<file path="config.mk">
export PLATFORM = sky130hd
export DESIGN_NAME = td4_fetch_seq
export DESIGN_NICKNAME = d
export VERILOG_FILES = /design/src/rtl/td4_pkg.sv /design/src/rtl/td4_next_pc.sv /design/src/rtl/td4_fetch_seq.sv
export SDC_FILE = /design/constraint.sdc
export NUM_CORES = 1
export LEC_CHECK = 0
export CORE_MARGIN = 1.5
export CORE_UTILIZATION = 39
export CTS_CLUSTER_DIAMETER = 40
export DETAILED_ROUTE_END_ITERATION = 10
export PLACE_DENSITY = 0.73
export SLEW_MARGIN = 20
export SYNTH_ARGS = -nofsm -noshare
export SYNTH_HDL_FRONTEND = slang
export SYNTH_SLANG_ARGS = --single-unit
</file>
<file path="constraint.sdc">
create_clock -name CLK -period 1.55 [get_ports CLK]
set_clock_uncertainty 0.2 [all_clocks]
set_input_delay 0.155 -clock CLK [delete_from_list [all_inputs] [get_ports CLK]]
set_output_delay 0.155 -clock CLK [all_outputs]
set_load 0.02 [all_outputs]
</file>
<file path="src/rtl/td4_pkg.sv">
// Shared TD4 fetch-sequencer definitions: datapath widths, jump opcodes and FSM state encoding.
package td4_pkg;

    localparam int unsigned PC_W    = 4;
    localparam int unsigned INSTR_W = 8;
    localparam int unsigned OP_W    = INSTR_W - PC_W;

    localparam logic [OP_W-1:0] OP_JMP = 4'hF;
    localparam logic [OP_W-1:0] OP_JNC = 4'hE;

    typedef enum logic [1:0] {
        ST_IDLE  = 2'd0,
        ST_FETCH = 2'd1,
        ST_EXEC  = 2'd2
    } state_e;

    function automatic logic [OP_W-1:0] opcode_of(input logic [INSTR_W-1:0] instr);
        return instr[INSTR_W-1:PC_W];
    endfunction

endpackage

</file>
<file path="src/rtl/td4_next_pc.sv">
// Combinational next-PC resolution for JMP/JNC plus self-loop (halt) detection.
module td4_next_pc
    import td4_pkg::*;
#(
    parameter logic [OP_W-1:0] OP_JMP = td4_pkg::OP_JMP,
    parameter logic [OP_W-1:0] OP_JNC = td4_pkg::OP_JNC
) (
    input  logic [INSTR_W-1:0] ir,
    input  logic [PC_W-1:0]    pc,
    input  logic               carry,
    output logic [PC_W-1:0]    next_pc,
    output logic               self_loop
);

    logic [OP_W-1:0] op;
    logic [PC_W-1:0] target;
    logic            take_jump;

    always_comb begin
        op        = opcode_of(ir);
        target    = ir[PC_W-1:0];
        take_jump = (op == OP_JMP) || ((op == OP_JNC) && !carry);
        next_pc   = take_jump ? target : pc + PC_W'(1);
        // Only an unconditional jump to itself halts; JNC self-loops keep running.
        self_loop = (op == OP_JMP) && (target == pc);
    end

endmodule

</file>
<file path="src/rtl/td4_fetch_seq.sv">
// TD4 fetch/sequencing controller: owns the PC, latches the instruction and
// strobes exec_en for one cycle per instruction (IDLE -> FETCH -> EXEC).
module td4_fetch_seq
    import td4_pkg::*;
#(
    parameter logic [PC_W-1:0] RESET_PC = 4'h0,
    parameter logic [OP_W-1:0] OP_JMP   = td4_pkg::OP_JMP,
    parameter logic [OP_W-1:0] OP_JNC   = td4_pkg::OP_JNC
) (
    input  logic               CLK,
    input  logic               RST,
    input  logic               run,
    input  logic               step,
    input  logic               carry,
    input  logic [INSTR_W-1:0] rom_data,
    output logic [PC_W-1:0]    rom_addr,
    output logic [PC_W-1:0]    pc,
    output logic [INSTR_W-1:0] ir,
    output logic               exec_en,
    output logic               halted
);

    state_e             state_q, state_d;
    logic [PC_W-1:0]    pc_q, pc_d;
    logic [INSTR_W-1:0] ir_q, ir_d;
    logic               halted_q, halted_d;
    logic               ss_q, ss_d;
    logic               step_q;
    logic               step_rise;
    logic [PC_W-1:0]    next_pc;
    logic               self_loop;

    td4_next_pc #(
        .OP_JMP (OP_JMP),
        .OP_JNC (OP_JNC)
    ) u_next_pc (
        .ir        (ir_q),
        .pc        (pc_q),
        .carry     (carry),
        .next_pc   (next_pc),
        .self_loop (self_loop)
    );

    always_ff @(posedge CLK or negedge RST) begin
        if (!RST) begin
            state_q  <= ST_IDLE;
            pc_q     <= RESET_PC;
            ir_q     <= '0;
            halted_q <= 1'b0;
            ss_q     <= 1'b0;
            step_q   <= 1'b0;
        end else begin
            state_q  <= state_d;
            pc_q     <= pc_d;
            ir_q     <= ir_d;
            halted_q <= halted_d;
            ss_q     <= ss_d;
            step_q   <= step;
        end
    end

    // step edges are tracked in every state so a press held across EXEC is not seen again in IDLE.
    assign step_rise = step & ~step_q;

    always_comb begin
        state_d  = state_q;
        pc_d     = pc_q;
        ir_d     = ir_q;
        halted_d = halted_q;
        ss_d     = ss_q;

        unique case (state_q)
            ST_IDLE: begin
                if (!halted_q) begin
                    if (run) begin
                        state_d = ST_FETCH;
                        ss_d    = 1'b0;
                    end else if (step_rise) begin
                        state_d = ST_FETCH;
                        ss_d    = 1'b1;
                    end
                end
            end
            ST_FETCH: begin
                ir_d    = rom_data;
                state_d = ST_EXEC;
            end
            ST_EXEC: begin
                if (self_loop) begin
                    halted_d = 1'b1;
                    ss_d     = 1'b0;
                    state_d  = ST_IDLE;
                end else begin
                    pc_d = next_pc;
                    if (ss_q || !run) begin
                        ss_d    = 1'b0;
                        state_d = ST_IDLE;
                    end else begin
                        state_d = ST_FETCH;
                    end
                end
            end
            default: state_d = ST_IDLE;
        endcase
    end

    assign rom_addr = pc_q;
    assign pc       = pc_q;
    assign ir       = ir_q;
    assign exec_en  = (state_q == ST_EXEC);
    assign halted   = halted_q;

endmodule

</file>
# Word-level counts from Yosys, hierarchy flattened
# Index checks and enable logic that the tools add are counted.
[op_classes]
add_sub_neg = 1
n_eq_ne = 8
n_mux = 13
bitwise = 3
reduce_logical = 12
[ops]
columns = ["op", "count"]
rows = [
  ["4-bit equality test (second input constant)", 2],
  ["1-bit two-way mux", 7],
  ["2-bit two-way mux", 3],
  ["2-bit one-hot mux with 3 select lines", 1],
  ["2-bit AND reduction", 3],
  ["4-bit by 1-bit adder with 4-bit output (second input constant)", 1],
  ["4-bit equality test", 1],
  ["4-bit two-way mux", 1],
  ["4-bit AND reduction", 1],
  ["3-bit by 1-bit inequality test with 1-bit output (second input constant)", 1],
  ["3-bit inequality test (second input constant)", 1],
  ["2-bit by 1-bit equality test with 1-bit output (second input constant)", 1],
  ["2-bit equality test (second input constant)", 1],
  ["1-bit logical AND", 2],
  ["1-bit logical NOT", 2],
  ["2-bit logical NOT", 1],
  ["1-bit logical OR", 2],
  ["2-bit inequality test (second input constant)", 1],
  ["1-bit NOT", 2],
  ["1-bit one-hot mux with 2 select lines", 1],
  ["2-bit nonzero test", 1],
  ["1-bit AND", 1],
]
[word_totals]
ff_bits = 17
in_bits = 13
output_inout_bits = 18
wordCells = 43

# Longest topological paths before layout
[logic_depth]
word_depth = 6
mapped_depth = 5
mapped_depth_nobuf = 5

# Hierarchy
# A second synthesis with hierarchy kept.
[hier_totals]
hier_cells = 68
hier_area_um2 = 894.6
[modules_own_cells]
columns = ["mod", "instances", "cells_each", "area_each_um2", "seq_area_each_um2"]
rows = [
  ["td4_fetch_seq", 1, 50, 745.7, 425.4],
  ["td4_next_pc", 1, 18, 148.9, 0.0],
]

# Worst setup path before layout
# OpenSTA, ideal clock, no wires.
[synth_timing]
kind = "register -> register"
start = "register pc_q[0], in the netlist pc[0]"
end = "register pc_q[1], in the netlist pc[1]"
setup_ps = 125
arrival_time_ps = 1420
required_time_ps = 1225
setup_slack_ps = -195
stages_incl_launch_ff = 5
path_buffers = 0
synth_period_minus_slack_ps = 1745
path_cell_list = "dfrtp_1 -> xnor2_2 -> nand4_2 -> o21ai_4 -> mux2_4"
[synth_via]
elab_chain_cells = 4
elab_cells_between_ends = 6
classes_between = "1 x add/sub; 1 x eq/ne; 1 x mux; 1 x bitwise; 2 x reduce/logical"
[synth_rtl]
columns = ["item", "line", "source"]
rows = [
  ["start: declaration", "td4_fetch_seq.sv:24", "logic [PC_W-1:0] pc_q, pc_d;"],
  ["start signal: assignment", "td4_fetch_seq.sv:54", "pc_q <= pc_d;"],
  ["parallel branches: the longest is 4 deep, another holds 4-bit by 1-bit adder with 4-bit output", "n/a", ""],
]
# Several ways; the timed one is not identified.
# A chain may end at the register's enable or synchronous reset.

# Worst setup path in the final report
[layout_timing]
start = "register pc_q[3], in the netlist pc[3]"
end = "register pc_q[1], in the netlist pc[1]"
[layout_via]
elab_chain_cells = 4
[layout_rtl]
columns = ["item", "line", "source"]
rows = [
  ["4-bit equality test", "td4_next_pc.sv:25", "self_loop = (op == OP_JMP) && (target == pc);"],
  ["1-bit logical AND", "td4_next_pc.sv:25", ""],
  ["1-bit NOT (no line)", "n/a", ""],
  ["2-bit AND reduction (no line)", "n/a", ""],
]
# Every way passes these cells.

==> summary.md <==
| Metric | Value |
|---|---|
| Core area | 0.00219 mm2 |
| DR iter-0 viols | 4 |
| CP top delay family | flip-flops |
| Largest vdd supply drop | 0.00129 V |
| Initial Util | 40.6% |
| Post-synthesis sequential area ratio | 47.8% |
| Max Fanout on Critical Path | 2 |
| GP Congestion | 0.897 |
| Fin crit period | roughly 1600 ps |
| CTS tree | done |
| R2R depth | 4 |
| Vias/cell | 5.06 |
| R2r setup slk | -40 ps |
| CTS Root Cell | clkbuf_4 |
| Die H | slightly above 50 um |
| Clock power frac | 7.9% |
| TritonCTS Buffers | 3 |
| Post-Route Setup TNS | -51.2 ps |
| Drt first pass iters | 4 |
| CP Cell Sequence | xnor2_2, nand4_2, o21ai_4, mux2_4 |
| H-tree lvl count | 1 |
| Data arrival, critical path | 1580 ps |
| Leak pwr | 0.000625 uW |
| Worst Path Required | 1540 ps |
| Most common cell after layout, fill and taps aside | buf_4 |
| Number of port buffers | 30 |
| Post-route DRC violation count | 0 |
| Final setup violation count | 2 |
| Net switching power | 1270 uW |
| Total Nets Final | between 100 and 150 |
| First-pass GRT wire length | around 3500 um |
| Largest net degree at the start of global routing | 18 |
| Max Slew Vio Count | 0 |
| WL/cell | 13.4 um |
| Max-Cap Viols | 0 |
| Slew @ Worst Pin | 241 ps |
| Total number of cells along the worst setup path | 4 |
| Via Count | 774 |
| Worst setup SP type | flop |
| Hold Path Class | in2reg |
| #FFs+latches synth | 17 |
| Worst hold path cell count | 1 |
| ANT nets after route | 0 |
| Synth Net Count | 88 |
| Die area | 0.00258 mm2 |
| Beginning of the critical path | pc[3] |
| Internal power | about 1800 uW |
| Yosys cell types | 29 |
| Layout area overhead | 55.3% |
| Most frequent cells in the layout | buf_4, clkdlybuf4s50_1, dfrtp_2 |
| Ys Warns | 0 |
| Crit path max-delay cell type | dfrtp_2 |
| Worst slew margin | 83.9% |
| Ant diodes | 0 |
| Crit end category | flop |
| Flop pwr share | 30.0% |
| Synthesized instance count | 74 |
| Setup ws final | -36.3 ps |
| DRT Wirelength | between 2000 and 2500 um |
| RSZ-0062 raised after global routing | yes |
| Core Rows | 17 |
| Synthesized area | 890 um2 |
| Worst skew pair latency | roughly 300 ps |
| Clock slew at reported path FFs | 100 ps |
| Share of layout cells above drive strength 1 | 50.4% |
| Worst R2R End | pc[1] |
| Critical Path End | pc[1] |
| Outcome | finished with violations |
| Maximum operating frequency | about 630 MHz |
| Buffers & Inverters on Critical Path | 0 |
| GRT Total Usage | 18.6% |
| Slowest cell delay on critical path | between 400 and 500 ps |
| WHS | 120 ps |
| Grt ovf | 0 |
| Cell area power density | 2220 mW/mm2 |
| Die outline width | 50.8 um |
| Combinational share of power | 62.1% |
| CTS sink count | 17 |
| Syn_area_per_cell | 12.0 um2 |
| Path type of the worst setup path | reg2reg |
| Switch share | 41.5% |
| Clock buffer depth | 2 |
| Final Hold Viols | 0 |
| Period utilisation layout | 102% |
| IO Pins | 31 |
| Failing checks | negative setup slack |
| Reg2reg start | pc[3] |
| Initial antenna violation count | 0 |
| Number of global-route vias before repair | 794 |
| Post-detail-place hpwl | 1600 um |
## Yosys cell counts, drive strengths merged
master / count / area [um2]
dfrtp: 17 / 425
mux2: 10 / 116
buf: 5 / 35.0
xnor2: 4 / 50.1
a21oi: 3 / 15.0
nand2b: 3 / 18.8
nand3: 3 / 15.0
nor2: 3 / 11.3
nor2b: 3 / 21.3
o211ai: 3 / 22.5
o21ai: 3 / 26.3
o2bb2ai: 3 / 26.3
a21o: 2 / 15.0
nand2: 2 / 7.51
a211oi: 1 / 7.51
and2b: 1 / 7.51
and3: 1 / 6.26
ha: 1 / 12.5
inv: 1 / 3.75
mux2i: 1 / 10.0
nand4: 1 / 12.5
o21bai: 1 / 7.51
o31ai: 1 / 7.51
o32ai: 1 / 8.76
## power groups by stage
| stage | clock, uW | combinational (uW) | sequential (uW) |
|---|---|---|---|
| final | 243 | 1900 | 918 |
| after global routing | 276 | 2050 | 953 |
| after CTS | 249 | 1950 | 923 |
| after detailed placement | 0 | 2050 | 926 |
| after global placement | 0 | 2010 | 911 |
| after floorplan | 0 | 891 | 1150 |
## kinds of logic (layout without fill, tap and decap cells)
| group | Yosys count | after routing | share of synthesized area (%) |
|---|---|---|---|
| compound gates | 18 | 18 | 15.3 |
| xor+xnor | 4 | 4 | 5.63 |
| flops | 17 | 17 | 47.8 |
| mux | 11 | 11 | 14.2 |
| buf+inv | 6 | 57 | 4.36 |
| simple gates | 17 | 17 | 11.3 |
| fa+ha+maj | 1 | 1 | 1.41 |
## what timing repair did
| item | in CTS | in global routing |
|---|---|---|
| gates resized for setup | 27 | 14 |
| buffers inserted | 1 | 0 |
| endpoints found under the setup margin | 22 | 18 |
| hold buffers | 1 | 0 |
| hold endpoints to repair | 17 | 0 |
| pin swaps | 1 | 0 |
## worst register-to-register path, cell delays in order, from the launching register on
cell,delay (ps)
dfrtp_2,430
xnor2_2,200
nand4_2,170
o21ai_4,170
mux2_4,310
## routing by layer
metal | GRT usage (%) | wire length, um | vias up
met5 | 0 | 0 | -
met4 | 10.4 | 42 | 0
met3 | 2.08 | 50 | 5
met2 | 32.5 | 1060 | 17
met1 | 22.2 | 900 | 382
li1 | - | - | 370
## final cells by class
type	instances	area (um2)
sequential	17	439
fill	187	810
clock buffer	3	22.5
timing repair buffer	52	420
tap	28	35.0
clock inverter	1	5.00
multi-input combinational	51	455
inverter	1	3.75
## how the worst min path moves through the flow
stage	to	start
global placement	halted	halted
detailed placement	halted	halted
floorplan	halted	RST
finish	step_q	step
CTS	step_q	step
global route	step_q	step
## through the flow
| stage | instance area [um2] | std cells | power [uW] | setup slack, ps | utilization (%) |
|---|---|---|---|---|---|
| final | 1380 | 153 | 3060 | -36.3 | 63.0 |
| after global routing | 1380 | 153 | 3280 | -107 | 63.0 |
| after CTS | 1420 | 153 | 3120 | -41.8 | 64.6 |
| after detailed placement | 1370 | 147 | 2970 | -247 | 62.6 |
| after global placement | 1370 | 147 | 2920 | -230 | 62.6 |
| after floorplan | 921 | 74 | 2040 | -96.2 | - |
## registers in the layout (all words and copies together), names as in the netlist
register and cells:
ir 8, pc 4, state_q 2, halted 1, ss_q 1, step_q 1
Power figures use the tool's default switching activity.
